==> src/rtl/uart_pkg.sv <==
// Shared UART definitions, used by both uart_rx and uart_rx_fifo.
package uart_pkg;

    localparam int UART_DATA_BITS = 8;

    // One received word plus the error flags that qualify it.
    typedef struct packed {
        logic                      frame_err;
        logic                      parity_err;
        logic [UART_DATA_BITS-1:0] data;
    } rx_entry_t;

    localparam int RX_FLAG_BITS = $bits(rx_entry_t) - UART_DATA_BITS;

endpackage

==> src/rtl/uart_sync_fifo.sv <==
// Single-clock first-word-fall-through FIFO with power-of-2 depth and a separate occupancy count.
module uart_sync_fifo #(
    parameter int WIDTH = 10,
    parameter int DEPTH = 16
) (
    input  logic                     clk,
    input  logic                     resetn,
    input  logic                     push,
    input  logic [WIDTH-1:0]         wdata,
    input  logic                     pop,
    output logic [WIDTH-1:0]         rdata,
    output logic                     full,
    output logic                     empty,
    output logic [$clog2(DEPTH):0]   count
);
    localparam int AW = $clog2(DEPTH);
    localparam int CW = AW + 1;

    logic [WIDTH-1:0] mem_q [DEPTH];
    logic [AW-1:0]    wr_ptr_q, wr_ptr_d;
    logic [AW-1:0]    rd_ptr_q, rd_ptr_d;
    logic [CW-1:0]    count_q, count_d;
    logic             wr_en, rd_en;

    // A push into a full FIFO is accepted only when the head leaves in the same cycle.
    always_comb begin
        rd_en    = pop & (count_q != '0);
        wr_en    = push & ((count_q != CW'(DEPTH)) | rd_en);
        wr_ptr_d = wr_en ? wr_ptr_q + AW'(1) : wr_ptr_q;
        rd_ptr_d = rd_en ? rd_ptr_q + AW'(1) : rd_ptr_q;
        count_d  = count_q;
        case ({wr_en, rd_en})
            2'b10:   count_d = count_q + CW'(1);
            2'b01:   count_d = count_q - CW'(1);
            default: count_d = count_q;
        endcase
    end

    always_ff @(posedge clk or negedge resetn) begin
        if (!resetn) begin
            wr_ptr_q <= '0;
            rd_ptr_q <= '0;
            count_q  <= '0;
        end else begin
            wr_ptr_q <= wr_ptr_d;
            rd_ptr_q <= rd_ptr_d;
            count_q  <= count_d;
        end
    end

    always_ff @(posedge clk) begin
        if (wr_en) mem_q[wr_ptr_q] <= wdata;
    end

    assign rdata = mem_q[rd_ptr_q];
    assign full  = (count_q == CW'(DEPTH));
    assign empty = (count_q == '0);
    assign count = count_q;

endmodule

==> src/rtl/uart_rx_fifo.sv <==
// Receive buffer behind uart_rx: edge-detects data_ready, stores word+flags, tracks sticky overrun.
// Optional macro UART_RX_FIFO_ERR_DROP_EN discards words that arrive with a parity or framing error.
module uart_rx_fifo
    import uart_pkg::*;
#(
    parameter int DATA_BITS = UART_DATA_BITS,
    parameter int DEPTH     = 16
) (
    input  logic                     clk,
    input  logic                     resetn,
    input  logic [DATA_BITS-1:0]     rx_data,
    input  logic                     data_ready,
    input  logic                     parity_err,
    input  logic                     frame_err,
    input  logic                     rd_ready,
    input  logic                     overrun_clr,
    output logic                     rd_valid,
    output logic [DATA_BITS-1:0]     rd_data,
    output logic                     rd_parity_err,
    output logic                     rd_frame_err,
    output logic [$clog2(DEPTH):0]   count,
    output logic                     full,
    output logic                     overrun
);
    if (DEPTH < 2 || (DEPTH & (DEPTH - 1)) != 0) begin : g_bad_depth
        $fatal(1, "uart_rx_fifo: DEPTH must be a power of 2 and >= 2");
    end

    // Same layout as rx_entry_t, widened to this instance's DATA_BITS.
    localparam int ENTRY_W = DATA_BITS + RX_FLAG_BITS;

    typedef struct packed {
        logic                 frame_err;
        logic                 parity_err;
        logic [DATA_BITS-1:0] data;
    } entry_t;

    logic   dr_q, dr_d;
    logic   overrun_q, overrun_d;
    logic   push, push_fifo, pop, err_drop, overflow, empty;
    entry_t wr_entry, rd_entry;

    always_comb begin
        push = data_ready & ~dr_q;
`ifdef UART_RX_FIFO_ERR_DROP_EN
        err_drop = parity_err | frame_err;
`else
        err_drop = 1'b0;
`endif
        push_fifo = push & ~err_drop;
        pop       = rd_valid & rd_ready;
        overflow  = push_fifo & full & ~pop;
        dr_d      = data_ready;
        // A new overflow in the clearing cycle keeps the flag set.
        if (overflow)         overrun_d = 1'b1;
        else if (overrun_clr) overrun_d = 1'b0;
        else                  overrun_d = overrun_q;
        wr_entry = '{frame_err: frame_err, parity_err: parity_err, data: rx_data};
    end

    always_ff @(posedge clk or negedge resetn) begin
        if (!resetn) begin
            dr_q      <= 1'b0;
            overrun_q <= 1'b0;
        end else begin
            dr_q      <= dr_d;
            overrun_q <= overrun_d;
        end
    end

    uart_sync_fifo #(
        .WIDTH (ENTRY_W),
        .DEPTH (DEPTH)
    ) u_fifo (
        .clk    (clk),
        .resetn (resetn),
        .push   (push_fifo),
        .wdata  (wr_entry),
        .pop    (pop),
        .rdata  (rd_entry),
        .full   (full),
        .empty  (empty),
        .count  (count)
    );

    assign rd_valid      = ~empty;
    assign rd_data       = rd_entry.data;
    assign rd_parity_err = rd_entry.parity_err;
    assign rd_frame_err  = rd_entry.frame_err;
    assign overrun       = overrun_q;

endmodule

==> config.mk <==
export PLATFORM = sky130hd
export DESIGN_NAME = uart_rx_fifo
export DESIGN_NICKNAME = d
export VERILOG_FILES = /design/src/rtl/uart_pkg.sv /design/src/rtl/uart_sync_fifo.sv /design/src/rtl/uart_rx_fifo.sv
export SDC_FILE = /design/constraint.sdc
export NUM_CORES = 1
export LEC_CHECK = 0
export BUFFER_PORTS_ARGS = -buffer_cell sky130_fd_sc_hd__buf_4
export CAP_MARGIN = 20
export CORE_ASPECT_RATIO = 0.5
export CORE_MARGIN = 2
export CORE_UTILIZATION = 44
export DETAILED_ROUTE_END_ITERATION = 12
export PLACE_DENSITY = 0.62
export RECOVER_POWER = 100
export SYNTH_ARGS = -nofsm -noshare
export SYNTH_HDL_FRONTEND = slang
export SYNTH_SLANG_ARGS = --single-unit
==> constraint.sdc <==
create_clock -name clk -period 7.3 [get_ports clk]
set_clock_uncertainty 0.05 [all_clocks]
set_input_delay 0.365 -clock clk [delete_from_list [all_inputs] [get_ports clk]]
set_output_delay 0.365 -clock clk [all_outputs]
set_load 0.05 [all_outputs]
==> flow_summary.yaml, run 1 <==
synth:
  ys_types: 38
  synth_compound_gate_area_share_pct: 1.87
  synthMuxAreaShare_pct: 16.9
  ys.flop_type: "edfxtp_1"
  syn-cell-area_mm2: 0.00695
  synthSimpleGateAreaFrac_pct: 2.97
  avgSynthCellArea_um2: 21.4
  yosys_warnings: 0
  synth_top_family_by_area: "multiplexers"
  yosys.area_share.adder_pct: 1.26
  synth_seq_area_share_pct: 74.6
  synth_edf_count: 160
  synth-seq-cells: 175
  syn_inst: 324
  syn-num-nets: 346
  post_synth_xor_area_fraction_pct: 1.13
  async_flop_share_pct: 8.57
sta:
  finalCritPeriodShare_pct: 50.4
  fin_crit_ps: 3680
  hold_slack_ps: 73.0
  relSlewSlack_pct: 31.9
  clock.fmax_ghz: 0.272
  setup_viol: 0
  setup_tns_ps: 0
  fin_ws_ps: 3620
  maxSlewViolCount: 0
  finalHoldViolCount: 0
  rsz0062_at_grt: "no"
  max_slew.worst_pin.slew_ps: 1020
clock_tree:
  cts.sinks: 175
  cts_setup_buffers: 0
  cts_hold_buf: 2
  clk_path_buf_depth: 2
  cts_tree: "built"
  cts_root_buffer: "clkbuf_16"
  numCtsBuffers: 17
  path_clk_slew_ps: 70
  cts_max_level: 4
  clock_latency_ps: 430
  cts_resized: 0
global_route:
  grt_pass1_wl_um: 20800
  grt_pass1_vias: 3407
  antenna_found_initial: 0
  grt_util_all_layers_pct: 17.7
  grt_overflow_total: 0
  grt_max_degree: 34
hold_path:
  hold_class: "in -> reg"
power_and_ir_drop:
  p_clk_share_pct: 27.5
  switching_power_w: 0.00111
  p_seq_share_pct: 41.4
  cellPowerDensity_mw_per_mm2: 398
  p_leak_nw: 2.52
  internal_power_w: 0.00203
  switching_share_pct: 35.4
  pwr-share-comb_pct: 31.1
  ir_drop_v: 0.000245
critical_path:
  critPathMaxFanout: 32
  slowest_stage: "dfrtp_1"
  worst_setup_path_end_kind: "primary output"
  critPathKind: "reg -> out"
  critPathBufInv: 2
  critPathMaxStageDelay_ps: 750
  arrival_ps: 3270
  crit_top_cell: "mux4_2"
  crit_chain: "buf_4, mux4_2, mux4_2, clkbuf_1"
  startpoint_type: "flip-flop"
  cpLargestDelayFamily: "multiplexers"
  cp_data_required_time_ps: 6880
route:
  dr.pass1.iters: 4
  drtAntennaViolNets: 0
  drt_wl_total_um: 13900
  wl_per_cell_um: 23.4
  drt-vias-per-instance: 5.65
  drt_iter0_drc: 238
  vias: 3363
  drc_errors: 0
die:
  io_pins: 33
  start_util_pct: 45.1
  dieArea_mm2: 0.0169
  core_area_mm2: 0.0154
  rows: 32
  dieHeight_um: 92.9
  die_w_um: 182
placement:
  post-place-ws_ps: 4330
  gp_congestion: 0.764
  post-dp-hpwl_um: 8590
  dp_cells: 561
  port_buffers: 32
  placed_area_mm2: 0.00751
final_layout:
  final_cells: 595
  num-nets-final: 400
  final_layout_size_suffix_gt1_share_pct: 22.8
  area_growth_pct: 13.8
  diodes: 0
  final_area_mm2: 0.00791
run:
  drv_cap: 0
outcome:
  status: "finished, final reports clean"
==> kinds of logic after synthesis <==
group / Yosys count
adders and majority gates: 7
AOI/OAI and AO/OA: 16
buffers and inverters: 21
muxes: 54
xor gates and xnor gates: 9
DFF: 175
and+or+nand+nor: 42
==> layer usage <==
metal,global-route usage (%),share of wire [%],up-vias,wire length (um)
li1,-,-,1452,-
met1,23.8,44,1788,6050
met2,28.6,50,109,6960
met3,4.92,5.4,14,753
met4,5.15,0.96,0,133
met5,0,0,-,0
==> cell usage after synthesis (2+ instances only) <==
master / count / area, um^2
o21ai_0: 2 / 10.0
buf_1: 3 / 11.3
a31oi_1: 2 / 12.5
inv_1: 4 / 15.0
clkbuf_1: 9 / 33.8
nor2b_1: 2 / 12.5
nand2b_1: 3 / 18.8
ha_1: 7 / 87.6
dfrtp_1: 15 / 375
nand2_1: 9 / 33.8
xor2_1: 3 / 26.3
nor2_1: 14 / 52.6
nor3_1: 5 / 25.0
mux4_2: 50 / 1130
nand3_1: 3 / 15.0
mux2i_1: 2 / 20.0
nand4_1: 3 / 18.8
buf_2: 4 / 20.0
edfxtp_1: 160 / 4800
xnor2_1: 6 / 52.6
==> layout by cell type (no fill, tap or decap), drive strengths merged, types with 3 or more instances in the layout <==
cell type  netlist  layout
buf              8       7
clkinv           0       9
nand3            3       3
edfxtp         160     160
nor2            14      14
inv              4      10
nand2b           3       3
mux4            50      50
o21ai            3       3
nand2            9       9
dfrtp           15      15
xor2             3       3
ha               7       7
nor3             5       5
clkbuf           9      60
xnor2            6       6
nand4            3       3
==> final cells by class <==
class	instances	area, um^2
Sequential cell	175	5180
Timing Repair Buffer	52	230
Multi-Input combinational cell	128	1650
Clock buffer	17	425
Clock inverter	15	148
Tap cell	204	255
Fill cell	1214	7510
Inverter	4	15.0
==> sequential cells by signal (all words and copies together) (netlist names) <==
register / cells
u_fifo.mem_q: 160
u_fifo.count: 5
u_fifo.rd_ptr_q: 4
u_fifo.wr_ptr_q: 4
dr_q: 1
overrun: 1
==> power by group through the flow <==
stage               clock [W]  combinational, W  sequential [W]
finish               0.000865          0.000979         0.00130
global route         0.000919           0.00104         0.00132
CTS                  0.000875           0.00107         0.00131
detailed placement          0           0.00107         0.00133
global placement            0           0.00105         0.00132
floorplan                   0          0.000832         0.00128
==> through the flow <==
stage          util [%]  total power [W]
2_1_floorplan         -          0.00211
3_3_place_gp       48.7          0.00237
3_5_place_dp       48.7          0.00239
4_1_cts            52.5          0.00325
5_1_grt            51.3          0.00328
6_report           51.3          0.00314
==> worst paths after layout <==
check                                        start                 end  slack [ps]  cells past startpoint
min in group asynchronous                   resetn     u_fifo.count[2]         520                      2
worst max-delay path            u_fifo.rd_ptr_q[0]          rd_data[0]        3620                      4
worst min register to register             overrun             overrun         500                      2
worst max register to register     u_fifo.count[2]     u_fifo.count[4]        4360                      8
max in group asynchronous                   resetn  u_fifo.rd_ptr_q[0]        6130                      2
worst min-delay path                   overrun_clr             overrun          70                      2
Note: power is estimated with default switching activity, not from simulation.
==> run 2, diff against run 1 <==
--- a/config.mk
+++ b/config.mk
@@ -5,6 +5,7 @@
 export SDC_FILE = /design/constraint.sdc
 export NUM_CORES = 1
 export LEC_CHECK = 0
+export ABC_AREA = 1
 export BUFFER_PORTS_ARGS = -buffer_cell sky130_fd_sc_hd__buf_4
 export CAP_MARGIN = 20
 export CORE_ASPECT_RATIO = 0.5
==> constraint.sdc (replaced) <==
create_clock -name clk -period 3.4 [get_ports clk]
set_clock_uncertainty 0.05 [all_clocks]
set_input_delay 0.17 -clock clk [delete_from_list [all_inputs] [get_ports clk]]
set_output_delay 0.17 -clock clk [all_outputs]
set_load 0.05 [all_outputs]
==> run 2 against run 1 <==
Compared with the run above: die area rose by 3.9%; highest routed layer unchanged; critical path depth rose by 3; sequential power rose by 110%; combinational power rose to 2.8 times the previous value.
==> flow_summary.yaml, run 2 <==
synth:
  avgSynthCellArea_um2: 13.7
  async_flop_share_pct: 8.57
  yosys_warnings: 0
  synthMuxAreaShare_pct: 3.60
  synthSimpleGateAreaFrac_pct: 9.77
  synth_area_leaders: "edfxtp_1 (66%), dfrtp_1 (5.2%), nor2_1 (4.5%)"
  ys_top_cells_by_count: "edfxtp_1 (160), nor2_1 (86), o21ai_0 (42)"
  synth_seq_area_share_pct: 71.7
  ys_types: 26
  yosys.area_share.adder_pct: 1.21
  ys.flop_type: "edfxtp_1"
  synth.most_common_cell: "edfxtp_1"
  syn-num-nets: 550
  syn-cell-area_mm2: 0.00723
  synth_top_family_by_area: "simple AND/OR/NAND/NOR gates"
  synth_top_area_share_pct: 66.5
  synth_compound_gate_area_share_pct: 9.51
  post_synth_xor_area_fraction_pct: 0.970
  synth_edf_count: 160
  synth-seq-cells: 175
  netlist.top_cell.by_area: "edfxtp_1"
  syn_inst: 528
placement:
  port_buffers: 32
  post-dp-hpwl_um: 10300
  gp_congestion: 0.886
route:
  vias: 4474
  drt-vias-per-instance: 5.56
  wl_met2_um: 7560
  met3_length_um: 1130
  wl_per_cell_um: 20.9
  drtAntennaViolNets: 0
  drc_errors: 0
  dr.max_layer_used: "met4"
  drt_iter0_drc: 476
  drt_wl_total_um: 16800
  dr.pass1.iters: 7
  met1_length_um: 7950
critical_path:
  cp_data_required_time_ps: 3180
  critPathMaxFanout: 34
  reg2reg_depth: 8
  critPathBufInv: 3
  critPathMaxStageDelay_ps: 490
  arrival_ps: 2660
  slowest_stage: "inv_2"
  r2r_start: "u_fifo.count[0]"
  rrSetupSlack_ps: 750
  worst_setup_path_end_kind: "primary output"
  startpoint_type: "flip-flop"
  cpLargestDelayFamily: "buffers and inverters"
  crit_chain: "inv_2, buf_4, nor2_1, o32ai_1, o211ai_1, nand2_1, clkbuf_1"
  crit_start: "u_fifo.rd_ptr_q[0]"
  crit-reg2reg-capture: "u_fifo.mem_q[13][3]"
  critPathKind: "reg -> out"
sta:
  max_slew.worst_pin.slew_ps: 1040
  relSlewSlack_pct: 30.5
  setup_viol: 0
  fin_crit_ps: 2880
  clock.fmax_ghz: 0.347
  maxSlewViolCount: 0
  finalCritPeriodShare_pct: 84.8
  finalHoldViolCount: 0
  setup_tns_ps: 0
  rsz0062_at_grt: "no"
final_layout:
  regMostFlops: "u_fifo.mem_q"
  final_common_cell: "edfxtp_1"
  area_growth_pct: 12.9
  diodes: 0
  final_layout_size_suffix_gt1_share_pct: 9.71
  num-nets-final: 586
  layout_common_cells: "edfxtp_1 (160), nor2_1 (87), nand2_1 (47)"
  num-fill-cells: 1366
  largest_register_ffs: 160
die:
  start_util_pct: 44.5
  core_area_mm2: 0.0162
  rows: 33
  die_w_um: 185
  dieHeight_um: 94.6
  dieArea_mm2: 0.0175
  io_pins: 33
clock_tree:
  cts_resized: 0
  cts_hold_buf: 3
  cts_setup_buffers: 0
  clock_latency_ps: 420
  clk_path_buf_depth: 2
  cts_max_level: 4
  cts_root_buffer: "clkbuf_16"
  path_clk_slew_ps: 70
  numCtsBuffers: 17
  cts.sinks: 175
  cts_tree: "built"
hold_path:
  min_to: "u_fifo.rd_ptr_q[0]"
  hold_start: "rd_ready"
  hold_class: "in -> reg"
  whs_path_depth: 3
run:
  drv_cap: 0
global_route:
  grt_util_all_layers_pct: 20.6
  grt_pass1_wl_um: 25900
  antenna_found_initial: 0
  grt_max_degree: 83
  grt_pass1_vias: 4268
  grt_overflow_total: 0
power_and_ir_drop:
  p_leak_nw: 2.83
  cellPowerDensity_mw_per_mm2: 893
  total_power_w: 0.00728
  ir_drop_v: 0.000492
outcome:
  status: "finished, final reports clean"
[run 2: cell count changes after synthesis, moves of 24 or more]
| cell | previous run | this run |
|---|---|---|
| o221ai_1 | 0 | 26 |
| mux4_2 | 50 | 0 |
| mux2i_1 | 2 | 26 |
| nor2_1 | 14 | 86 |
| nand2_1 | 9 | 41 |
| o21ai_0 | 2 | 42 |
[run 2: how the worst max path moves through the flow]
stage	end	cells after the start	slack [ps]
floorplan	u_fifo.mem_q[0][0]	8	1070
finish	rd_data[0]	7	520
global placement	u_fifo.mem_q[3][2]	8	1110
global route	rd_data[2]	7	310
detailed placement	u_fifo.mem_q[0][5]	8	1060
CTS	rd_data[0]	7	760
[run 2: per-stage QoR]
stage	worst slack (ps)	hold WS, ps	std cells	util (%)	area (um^2)
finish	516	135	804	50.3	8160
global route	305	157	804	50.3	8160
CTS	758	37.3	804	51.3	8320
detailed placement	1060	-3.52	769	47.6	7720
global placement	1110	-3.45	769	47.6	7720
floorplan	1070	-176	528	-	7230
[run 2: kinds of logic after synthesis]
| logic type | after synthesis |
|---|---|
| compound gates | 100 |
| xor+xnor | 8 |
| fa+ha+maj | 7 |
| buf+inv | 54 |
| flops | 175 |
| mux | 26 |
| simple gates | 158 |
[run 2: routing by layer]
metal / track usage, % / vias up
met1: 31.2 / 2251
met5: 0 / -
li1: - / 2042
met4: 5.89 / 0
met2: 30.4 / 168
met3: 3.82 / 13
[run 2: where the power goes]
group          leakage [nW]  internal (W)  total, W  switching (W)
Clock                 0.281      0.000975   0.00188       0.000904
Combinational         0.928      0.000769   0.00270        0.00194
Sequential             1.62       0.00253   0.00270       0.000172
Total                  2.83       0.00427   0.00728        0.00301
[run 2: area by class of cell]
type                            instances  area [um^2]  share of cell area (%)
Tap cell                              227          284                    3.48
Timing Repair Buffer                   46          269                    3.30
Inverter                               25         96.3                    1.18
Sequential cell                       175         5180                    63.5
Clock inverter                         15          144                    1.76
Clock buffer                           17          425                    5.22
Multi-Input combinational cell        299         1760                    21.5
[run 2: worst register-to-register path, cell delays in order (launching register included)]
cell	delay [ps]
dfrtp_1	470
nor2_4	50
nand3_1	200
nand2_1	200
nand2_1	130
nand2_1	120
inv_4	120
nand2_1	130
nor2_1	800
